### config.mk
export PLATFORM = sky130hd
export DESIGN_NAME = lpc_result_reader
export DESIGN_NICKNAME = d
export VERILOG_FILES = /design/src/rtl/lpc_pkg.sv /design/src/rtl/lpc_skid_fifo.sv /design/src/rtl/lpc_result_reader.sv
export SDC_FILE = /design/constraint.sdc
export NUM_CORES = 1
export LEC_CHECK = 0
export BUFFER_PORTS_ARGS = -buffer_cell sky130_fd_sc_hd__buf_2
export CORE_UTILIZATION = 55
export DETAILED_ROUTE_END_ITERATION = 8
export PLACE_DENSITY = 0.8
export SETUP_SLACK_MARGIN = 0.5
export SLEW_MARGIN = 0
export SYNTH_ARGS = -nofsm -noshare
export SYNTH_HDL_FRONTEND = slang
export SYNTH_SLANG_ARGS = --single-unit
### constraint.sdc
create_clock -name clk -period 3.9 [get_ports clk]
set_clock_uncertainty 0.1 [all_clocks]
set_input_delay 0.585 -clock clk [delete_from_list [all_inputs] [get_ports clk]]
set_output_delay 0.585 -clock clk [all_outputs]
set_load 0.01 [all_outputs]
### src/rtl/lpc_pkg.sv
`default_nettype none
// ============================================================================
//  Module      : lpc_pkg
//  Description : Shared LPC encoder definitions: default frame geometry and
//                the result-reader state encoding.
//  Revision    : 1.0
// ============================================================================
package lpc_pkg;

   // Frame geometry shared by autocorrelation, Levinson, inverse filter and
   // result reader blocks.
   localparam int LPC_ORDER     = 10;
   localparam int LPC_FRAME_LEN = 160;
   localparam int LPC_DATA_W    = 16;

   typedef enum logic [2:0] {
      RD_IDLE  = 3'd0,
      RD_COEF  = 3'd1,
      RD_RES   = 3'd2,
      RD_DRAIN = 3'd3,
      RD_DONE  = 3'd4
   } rd_state_t;

endpackage
`default_nettype wire

### src/rtl/lpc_skid_fifo.sv
`default_nettype none
// ============================================================================
//  Module      : lpc_skid_fifo
//  Description : Two-entry FIFO with registered head. Slot 0 (q) is always
//                the oldest word so the output comes straight from a flop.
//  Revision    : 1.0
// ============================================================================
module lpc_skid_fifo #(
   parameter int WIDTH = 18
) (
   input  logic             clk,
   input  logic             reset,
   input  logic             flush,
   input  logic             push,
   input  logic [WIDTH-1:0] data,
   input  logic             pop,
   output logic [1:0]       count,
   output logic             valid,
   output logic [WIDTH-1:0] q
);

   logic [WIDTH-1:0] r_slot1;

   assign valid = (count != 2'd0);

   // Shift-style storage: pops move slot 1 into the head, pushes land in the
   // first free slot. The caller never pushes into a full FIFO.
   always_ff @(posedge clk or negedge reset) begin
      if (!reset) begin
         count   <= 2'd0;
         q       <= '0;
         r_slot1 <= '0;
      end else if (flush) begin
         count   <= 2'd0;
         q       <= '0;
         r_slot1 <= '0;
      end else begin
         case ({push, pop})
            2'b10: begin
               if (count == 2'd0) q <= data;
               else               r_slot1 <= data;
               count <= count + 2'd1;
            end
            2'b01: begin
               q     <= r_slot1;
               count <= count - 2'd1;
            end
            2'b11: begin
               if (count == 2'd1) begin
                  q <= data;
               end else begin
                  q       <= r_slot1;
                  r_slot1 <= data;
               end
            end
            default: ;
         endcase
      end
   end

endmodule
`default_nettype wire

### src/rtl/lpc_result_reader.sv
`default_nettype none
// ============================================================================
//  Module      : lpc_result_reader
//  Description : Streams LPC coefficients a[1..ORDER] then residual
//                e[0..FRAME_LEN-1] from two 1-cycle-latency memories onto a
//                valid/ready port, then pulses rfin.
//  Revision    : 1.0
// ============================================================================
module lpc_result_reader
   import lpc_pkg::*;
#(
   parameter int ORDER     = LPC_ORDER,
   parameter int FRAME_LEN = LPC_FRAME_LEN,
   parameter int DATA_W    = LPC_DATA_W,
   parameter int A_ADDR_W  = 4,
   parameter int X_ADDR_W  = 8
) (
   input  logic                clk,
   input  logic                reset,
   input  logic                rready,
   output logic                rfin,
   output logic [A_ADDR_W-1:0] a_raddr,
   input  logic [DATA_W-1:0]   a_rdata,
   output logic [X_ADDR_W-1:0] e_raddr,
   input  logic [DATA_W-1:0]   e_rdata,
   output logic [DATA_W-1:0]   m_data,
   output logic                m_valid,
   input  logic                m_ready,
   output logic                m_coef,
   output logic                m_last
);

   localparam logic [A_ADDR_W-1:0] c_last_k = A_ADDR_W'(ORDER);
   localparam logic [X_ADDR_W-1:0] c_last_n = X_ADDR_W'(FRAME_LEN - 1);
   localparam int                  c_fifo_w = DATA_W + 2;

   if (ORDER < 1 || FRAME_LEN < 1) begin : g_bad_size
      $fatal(1, "lpc_result_reader: ORDER and FRAME_LEN must be at least 1");
   end
   if ((2 ** A_ADDR_W) <= ORDER || (2 ** X_ADDR_W) < FRAME_LEN) begin : g_bad_addr_w
      $fatal(1, "lpc_result_reader: address width too small for frame geometry");
   end

   rd_state_t             r_state;
   logic                  r_fl_vld;
   logic                  r_fl_coef;
   logic                  r_fl_last;
   logic [1:0]            w_count;
   logic                  w_fifo_valid;
   logic [c_fifo_w-1:0]   w_fifo_q;
   logic [c_fifo_w-1:0]   w_push_data;
   logic                  w_pop;
   logic                  w_active;
   logic                  w_issue;
   logic                  w_abort;
   logic [2:0]            w_occ;

   // Occupancy counts the word leaving this cycle as already gone, so a
   // steady m_ready sustains one read per cycle while never exceeding 2.
   assign w_pop    = w_fifo_valid & m_ready;
   assign w_occ    = 3'(w_count) + 3'(r_fl_vld) - 3'(w_pop);
   assign w_active = (r_state == RD_COEF) || (r_state == RD_RES);
   assign w_issue  = rready && w_active && (w_occ < 3'd2);
   assign w_abort  = !rready && (w_active || (r_state == RD_DRAIN));

   // Returning memory word tagged with the flags captured at issue time.
   assign w_push_data = {r_fl_last, r_fl_coef, (r_fl_coef ? a_rdata : e_rdata)};

   lpc_skid_fifo #(
      .WIDTH (c_fifo_w)
   ) u_fifo (
      .clk   (clk),
      .reset (reset),
      .flush (w_abort),
      .push  (r_fl_vld),
      .data  (w_push_data),
      .pop   (w_pop),
      .count (w_count),
      .valid (w_fifo_valid),
      .q     (w_fifo_q)
   );

   assign m_valid = w_fifo_valid;
   assign m_data  = w_fifo_q[DATA_W-1:0];
   assign m_coef  = w_fifo_valid & w_fifo_q[DATA_W];
   assign m_last  = w_fifo_valid & w_fifo_q[DATA_W+1];

   // Read sequencer: address registers double as the k/n counters and always
   // hold the address of the next read to issue.
   always_ff @(posedge clk or negedge reset) begin
      if (!reset) begin
         r_state   <= RD_IDLE;
         a_raddr   <= '0;
         e_raddr   <= '0;
         rfin      <= 1'b0;
         r_fl_vld  <= 1'b0;
         r_fl_coef <= 1'b0;
         r_fl_last <= 1'b0;
      end else begin
         rfin     <= 1'b0;
         r_fl_vld <= w_issue;
         if (w_issue) begin
            r_fl_coef <= (r_state == RD_COEF);
            r_fl_last <= (r_state == RD_RES) && (e_raddr == c_last_n);
         end
         case (r_state)
            RD_IDLE: begin
               if (rready) begin
                  r_state <= RD_COEF;
                  a_raddr <= A_ADDR_W'(1);
               end
            end
            RD_COEF: begin
               if (!rready) begin
                  r_state <= RD_IDLE;
               end else if (w_issue) begin
                  if (a_raddr == c_last_k) begin
                     r_state <= RD_RES;
                     e_raddr <= '0;
                  end else begin
                     a_raddr <= a_raddr + A_ADDR_W'(1);
                  end
               end
            end
            RD_RES: begin
               if (!rready) begin
                  r_state <= RD_IDLE;
               end else if (w_issue) begin
                  if (e_raddr == c_last_n) r_state <= RD_DRAIN;
                  else                     e_raddr <= e_raddr + X_ADDR_W'(1);
               end
            end
            RD_DRAIN: begin
               if (!rready) begin
                  r_state <= RD_IDLE;
               end else if (w_occ == 3'd0) begin
                  r_state <= RD_DONE;
                  rfin    <= 1'b1;
               end
            end
            RD_DONE:  r_state <= RD_IDLE;
            default:  r_state <= RD_IDLE;
         endcase
      end
   end

endmodule
`default_nettype wire

# ---- Word-level counts from Yosys, hierarchy flattened
# Cells that the tools add are included.
dict set report word_totals {
  ff_bits 57
  output_inout_bits 32
}
dict set report classes {
  n_addsub 6
  n_lt_le_gt_ge 1
  eq_ne 25
  n_mux 36
  bitwise 3
  n_reduce_logical 21
}
# op count
set op_table {}
lappend op_table {{two-way mux 18 bit} 6}
lappend op_table {{one-hot mux 18 bit (3 select lines)} 1}
lappend op_table {{two-way mux 8 bit} 6}
lappend op_table {{one-hot mux 18 bit (2 select lines)} 1}
lappend op_table {{two-way mux 3 bit} 9}
lappend op_table {{two-way mux 16 bit} 1}
lappend op_table {{two-way mux 4 bit} 4}
lappend op_table {{one-hot mux 8 bit (2 select lines)} 1}
lappend op_table {{inequality test 3 x 2 -> 1 bit, second input constant} 5}
lappend op_table {{inequality test 2 bit, second input constant} 7}
lappend op_table {{one-hot mux 3 bit (4 select lines)} 1}
lappend op_table {{adder 8 x 1 -> 8 bit, second input constant} 1}
lappend op_table {{equality test 8 bit, second input constant} 1}
lappend op_table {{one-hot mux 4 bit (2 select lines)} 1}
lappend op_table {{AND reduction 7 bit} 1}
lappend op_table {{equality test 3 x 2 -> 1 bit, second input constant} 2}
lappend op_table {{logical NOT 3 bit} 2}
lappend op_table {{inequality test 3 bit, second input constant} 2}
lappend op_table {{AND reduction 6 bit} 1}
lappend op_table {{nonzero test 2 bit} 3}
lappend op_table {{nonzero test 3 bit} 2}
lappend op_table {{AND reduction 5 bit} 1}
lappend op_table {{adder 4 x 1 -> 4 bit, second input constant} 1}
lappend op_table {{equality test 2 x 1 -> 1 bit, second input constant} 2}
lappend op_table {{21 further kinds} 30}

# ---- Longest topological paths before layout
dict set report depth {
  ltp_word 8
  mapped_depth 12
  mapped_depth_nobuf 11
}

# ---- By module
# A second synthesis with hierarchy kept.
dict set report unflattened {
  cells_unflattened 307
  area_unflattened_um2 3377.0
}
# module n_inst cells_per_inst area_per_inst_um2 seq_area_each_um2
set by_module_without_submodules {}
lappend by_module_without_submodules {lpc_skid_fifo 1 152 1889.3 950.9}
lappend by_module_without_submodules {lpc_result_reader 1 155 1487.7 475.5}

# ---- Worst setup path after synthesis
# OpenSTA, ideal clock, no wires.
dict set report synth_path {
  kind {reg2reg}
  from {register u_fifo.count[1]}
  to {register r_fl_last}
  setup_ps 125
  arrival_ps 2829
  slack_ps 846
  path_stages_with_launch 13
  synth_period_minus_slack_ps 3054
  path_cell_list {dfrtp_1 > inv_1 > ha_1 > nor2b_1 > clkbuf_1 > xnor2_1 > ha_1 > inv_1 > fa_1 > xnor2_1 > nand3_1 > a21oi_1 > mux2_2}
}
dict set report synth_via {
  elab_chain_cells 5
}
# element line_no
set synth_rtl {}
lappend synth_rtl {{start: declaration} lpc_skid_fifo.sv:17} ;# output logic [1:0] count,
lappend synth_rtl {{start signal: assignment} lpc_skid_fifo.sv:42} ;# count <= count + 2'd1;
lappend synth_rtl {{start signal: assignment} lpc_skid_fifo.sv:46} ;# count <= count - 2'd1;
lappend synth_rtl {{parallel branches: the longest is 2 deep, another holds adder 2 x 1 -> 3 bit} -}
lappend synth_rtl {{subtractor 3 x 1 -> 3 bit (*)} lpc_result_reader.sv:61} ;# assign w_occ = 3'(w_count) + 3'(r_fl_vld) - 3'(w_pop);
lappend synth_rtl {{less-than comparator 3 x 2 -> 1 bit (*)} lpc_result_reader.sv:63} ;# assign w_issue = rready && w_active && (w_occ < 3'd2);
lappend synth_rtl {{logical AND 1 bit (*)} lpc_result_reader.sv:63}
lappend synth_rtl {{named net w_issue} lpc_result_reader.sv:54} ;# logic w_issue;
lappend synth_rtl {{end signal: assignment} lpc_result_reader.sv:104} ;# r_fl_last <= (r_state == RD_RES) && (e_raddr == c_last_n);
lappend synth_rtl {{end: declaration} lpc_result_reader.sv:47} ;# logic r_fl_last;
# Mark *: on every way through the listed nets, which the timed path passes.
# A chain may end at the register's enable or synchronous reset.

# ---- Final worst setup path
# Same ends and word-level chain as after synthesis.

==> reports/qor.yml <==
power_and_ir_drop:
  peakVddDrop_mv: 0.435
  sw_frac_of_total_pct: 34.7
  clkPwrFrac_pct: 26.7
  p_seq_share_pct: 37.9
  intPower_uw: 1490
  power_frac_comb_pct: 35.4
  p_sw_uw: 795
  p_leak_uw: 0.00182
  p_per_area_nw_per_um2: 617
placed_design:
  place_ws_ns: 0.491
  post_dp_cell_area_um2: 3480
  gp_congestion: 0.861
  numPortBuffers: 67
  dp_hpwl_um: 4520
job:
  drv_cap: 0
timing:
  setup_viol: 0
  period_needed_ns: 3.21
  max_slew.worst_pin.slew_ns: 1.12
  fmax_ghz: 0.311
  slew-limit-headroom_pct: 25.6
  finalSetupTns_ns: 0
  worst_slack_ns: 0.688
  drv_slew: 0
  hold_viol: 0
  fin_hold_ws_ns: 0.255
  fin_crit_sh_pct: 82.4
  rsz0062_at_grt: "true"
clock_network:
  insertion_delay_ns: 0.34
  cts_tree: "yes"
  holdBufCountCts: 0
  cts.sinks: 57
  cts_root_buf: "clkbuf_8"
  cts_setup_buffers: 0
  htree_levels: 3
  clkSlewWorstSetupHoldPaths_ns: 0.07
  numCtsBuffers: 9
  cts.path.max_buffers: 2
drt:
  viasPerCell: 5.73
  dr_total_vias: 2469
  postRouteAntennaNets: 0
  wl_per_cell_um: 15.1
  routed_wl_um: 6520
  drtIter0Drc: 113
  drc: 0
  first_pass_iters: 5
yosys:
  synth_most_common_cell: "dfrtp_1"
  netlist_instances: 306
  ys_top_cells_by_count: "57 x dfrtp_1, 37 x mux2i_1, 30 x nor2_1"
  synth-seq-cells: 57
  synth-seq-area-share_pct: 44.3
  synth_top_area_cell: "dfrtp_1"
  synth_warnings: 0
  async_reset_ff_share_pct: 100
  syn_nets: 349
  synth_area_per_cell_um2: 10.5
  ys_top_cells_by_area: "dfrtp_1 44%, mux2i_1 11%, mux2_2 5.9%"
  ys.flop_type: "dfrtp_1"
  ys_types: 41
  synth_top_area_share_pct: 44.3
  synth_edf_count: 0
  syn_area_um2: 3220
floorplan:
  die-area_um2: 6170
  fp.dieW_um: 78.5
  die_height_um: 78.5
  start_util_pct: 57.8
  io_pins: 68
  core_um2: 5570
  fp-row-count: 27
grt:
  grt_max_degree: 40
  top_usage_layer: "met2"
  grt-ovfl-total: 0
  grtUsageMet1_pct: 29.5
  grt_pass1_wl_um: 10900
  track_usage_pct: 23.3
  antenna_found_initial: 0
  grt_pass1_vias: 2382
  grt_util_met3_pct: 5.35
  met2_usage_pct: 37.2
final_layout:
  layout-drive-gt1-share_pct: 30.4
  fin_util_pct: 66.6
  finalNetCount: 399
  area_growth_pct: 15.2
  design_area_um2: 3710
  antenna_cells: 0
  fillers: 465
worst_setup_path:
  cp_max_fo: 7
  crit_required_ns: 4.02
  crit_type: "reg2reg"
  critPathLaunchType: "flop"
  endpoint_kind: "flop"
  critPathArrivalTime_ns: 3.33
min_path:
  hold_class: "in2async"
run_status:
  status: "completed"
[power by group through the flow]
stage | Sequential [uW] | Combinational [uW] | Clock (uW)
6_report | 867 | 810 | 612
5_1_grt | 889 | 901 | 645
4_1_cts | 866 | 802 | 624
3_5_place_dp | 874 | 796 | 0
3_3_place_gp | 866 | 767 | 0
2_1_floorplan | 849 | 675 | 0
[state kept, by name (all words and copies together), names as in the netlist]
name            count
a_raddr             4
e_raddr             8
r_fl_coef           1
r_fl_last           1
r_fl_vld            1
r_state             3
rfin                1
u_fifo.count        2
u_fifo.q           18
u_fifo.r_slot1     18
[placed cells by master, fill, tap and decap left out, types with 2 or more instances in the layout]
| cell | netlist | layout |
|---|---|---|
| nor3b_1 | 3 | 3 |
| xor2_1 | 2 | 2 |
| a21oi_1 | 4 | 3 |
| ha_1 | 6 | 6 |
| nand2_1 | 11 | 11 |
| o21ai_1 | 2 | 3 |
| clkbuf_8 | 0 | 11 |
| buf_2 | 7 | 67 |
| dfrtp_1 | 57 | 57 |
| nor2_1 | 30 | 30 |
| mux2_2 | 17 | 17 |
| nor3_2 | 2 | 2 |
| o2bb2ai_1 | 20 | 20 |
| inv_1 | 14 | 14 |
| o21ai_0 | 6 | 5 |
| buf_4 | 17 | 2 |
| nand4bb_1 | 2 | 2 |
| nand3_1 | 11 | 10 |
| and3_1 | 6 | 6 |
| a211o_1 | 2 | 2 |
| nor2b_1 | 6 | 5 |
| nor3_1 | 5 | 5 |
| a211oi_1 | 6 | 6 |
| nand2b_1 | 3 | 3 |
| nand3b_1 | 2 | 2 |
| bufinv_16 | 0 | 2 |
| nand4b_1 | 2 | 2 |
| a31oi_1 | 2 | 2 |
| mux2i_1 | 37 | 37 |
| o211ai_1 | 5 | 5 |
[per-layer routing]
layer / up-vias / wire (um)
li1: 1180 / -
met1: 1198 / 2910
met2: 81 / 3130
met3: 10 / 347
met4: 0 / 132
met5: - / 0
[stage by stage]
step	cells	power, uW
CTS	431	2290
global route	431	2430
global placement	417	1630
floorplan	306	1520
detailed placement	417	1670
finish	431	2290
[worst max-delay path: stages, from the launching register on]
cell	delay, ns
dfrtp_1	0.50
inv_1	0.10
ha_1	0.26
nor2b_2	0.26
xnor2_1	0.20
ha_1	0.19
inv_1	0.04
fa_1	0.42
xnor2_2	0.25
nand3_2	0.19
a21oi_1	0.23
mux2_2	0.35
[kinds of logic after synthesis]
logic type / count (synthesis) / share of synthesized area, %
AOI/OAI and AO/OA: 50 / 11.6
xor gates and xnor gates: 4 / 1.09
adders and majority gates: 7 / 2.95
buffers and inverters: 44 / 7.38
DFF: 57 / 44.3
muxes: 54 / 17.4
and+or+nand+nor: 90 / 15.3
[final cells by class]
| class | count | area [um2] | share of cell area [%] |
|---|---|---|---|
| clock inverters | 3 | 65.1 | 1.75 |
| well taps | 72 | 90.1 | 2.43 |
| flip-flops and latches | 57 | 1430 | 38.4 |
| clock buffers | 11 | 151 | 4.08 |
| inverters | 14 | 52.6 | 1.42 |
| repair buffers | 69 | 350 | 9.44 |
| multi-input cells | 205 | 1580 | 42.5 |
[timing repair]
action | CTS | global route
cloned | 0 | 0
hold endpoints to repair | 0 | 0
resized for setup | 2 | 3
endpoints found under the setup margin | 3 | 10
[path summary, 6_finish.rpt]
check	from	to	slack [ns]	cells past startpoint
worst max-delay path	u_fifo.count[1]	r_fl_last	0.69	11
worst min-delay path	reset	u_fifo.q[6]	0.26	1
worst max register to register	u_fifo.count[1]	r_fl_last	0.69	11
worst min register to register	u_fifo.q[4]	u_fifo.q[4]	0.38	1
max in group asynchronous	reset	u_fifo.q[11]	2.66	2
min in group clk	u_fifo.q[4]	u_fifo.q[4]	0.38	1
(Power assumes the default switching activity.)
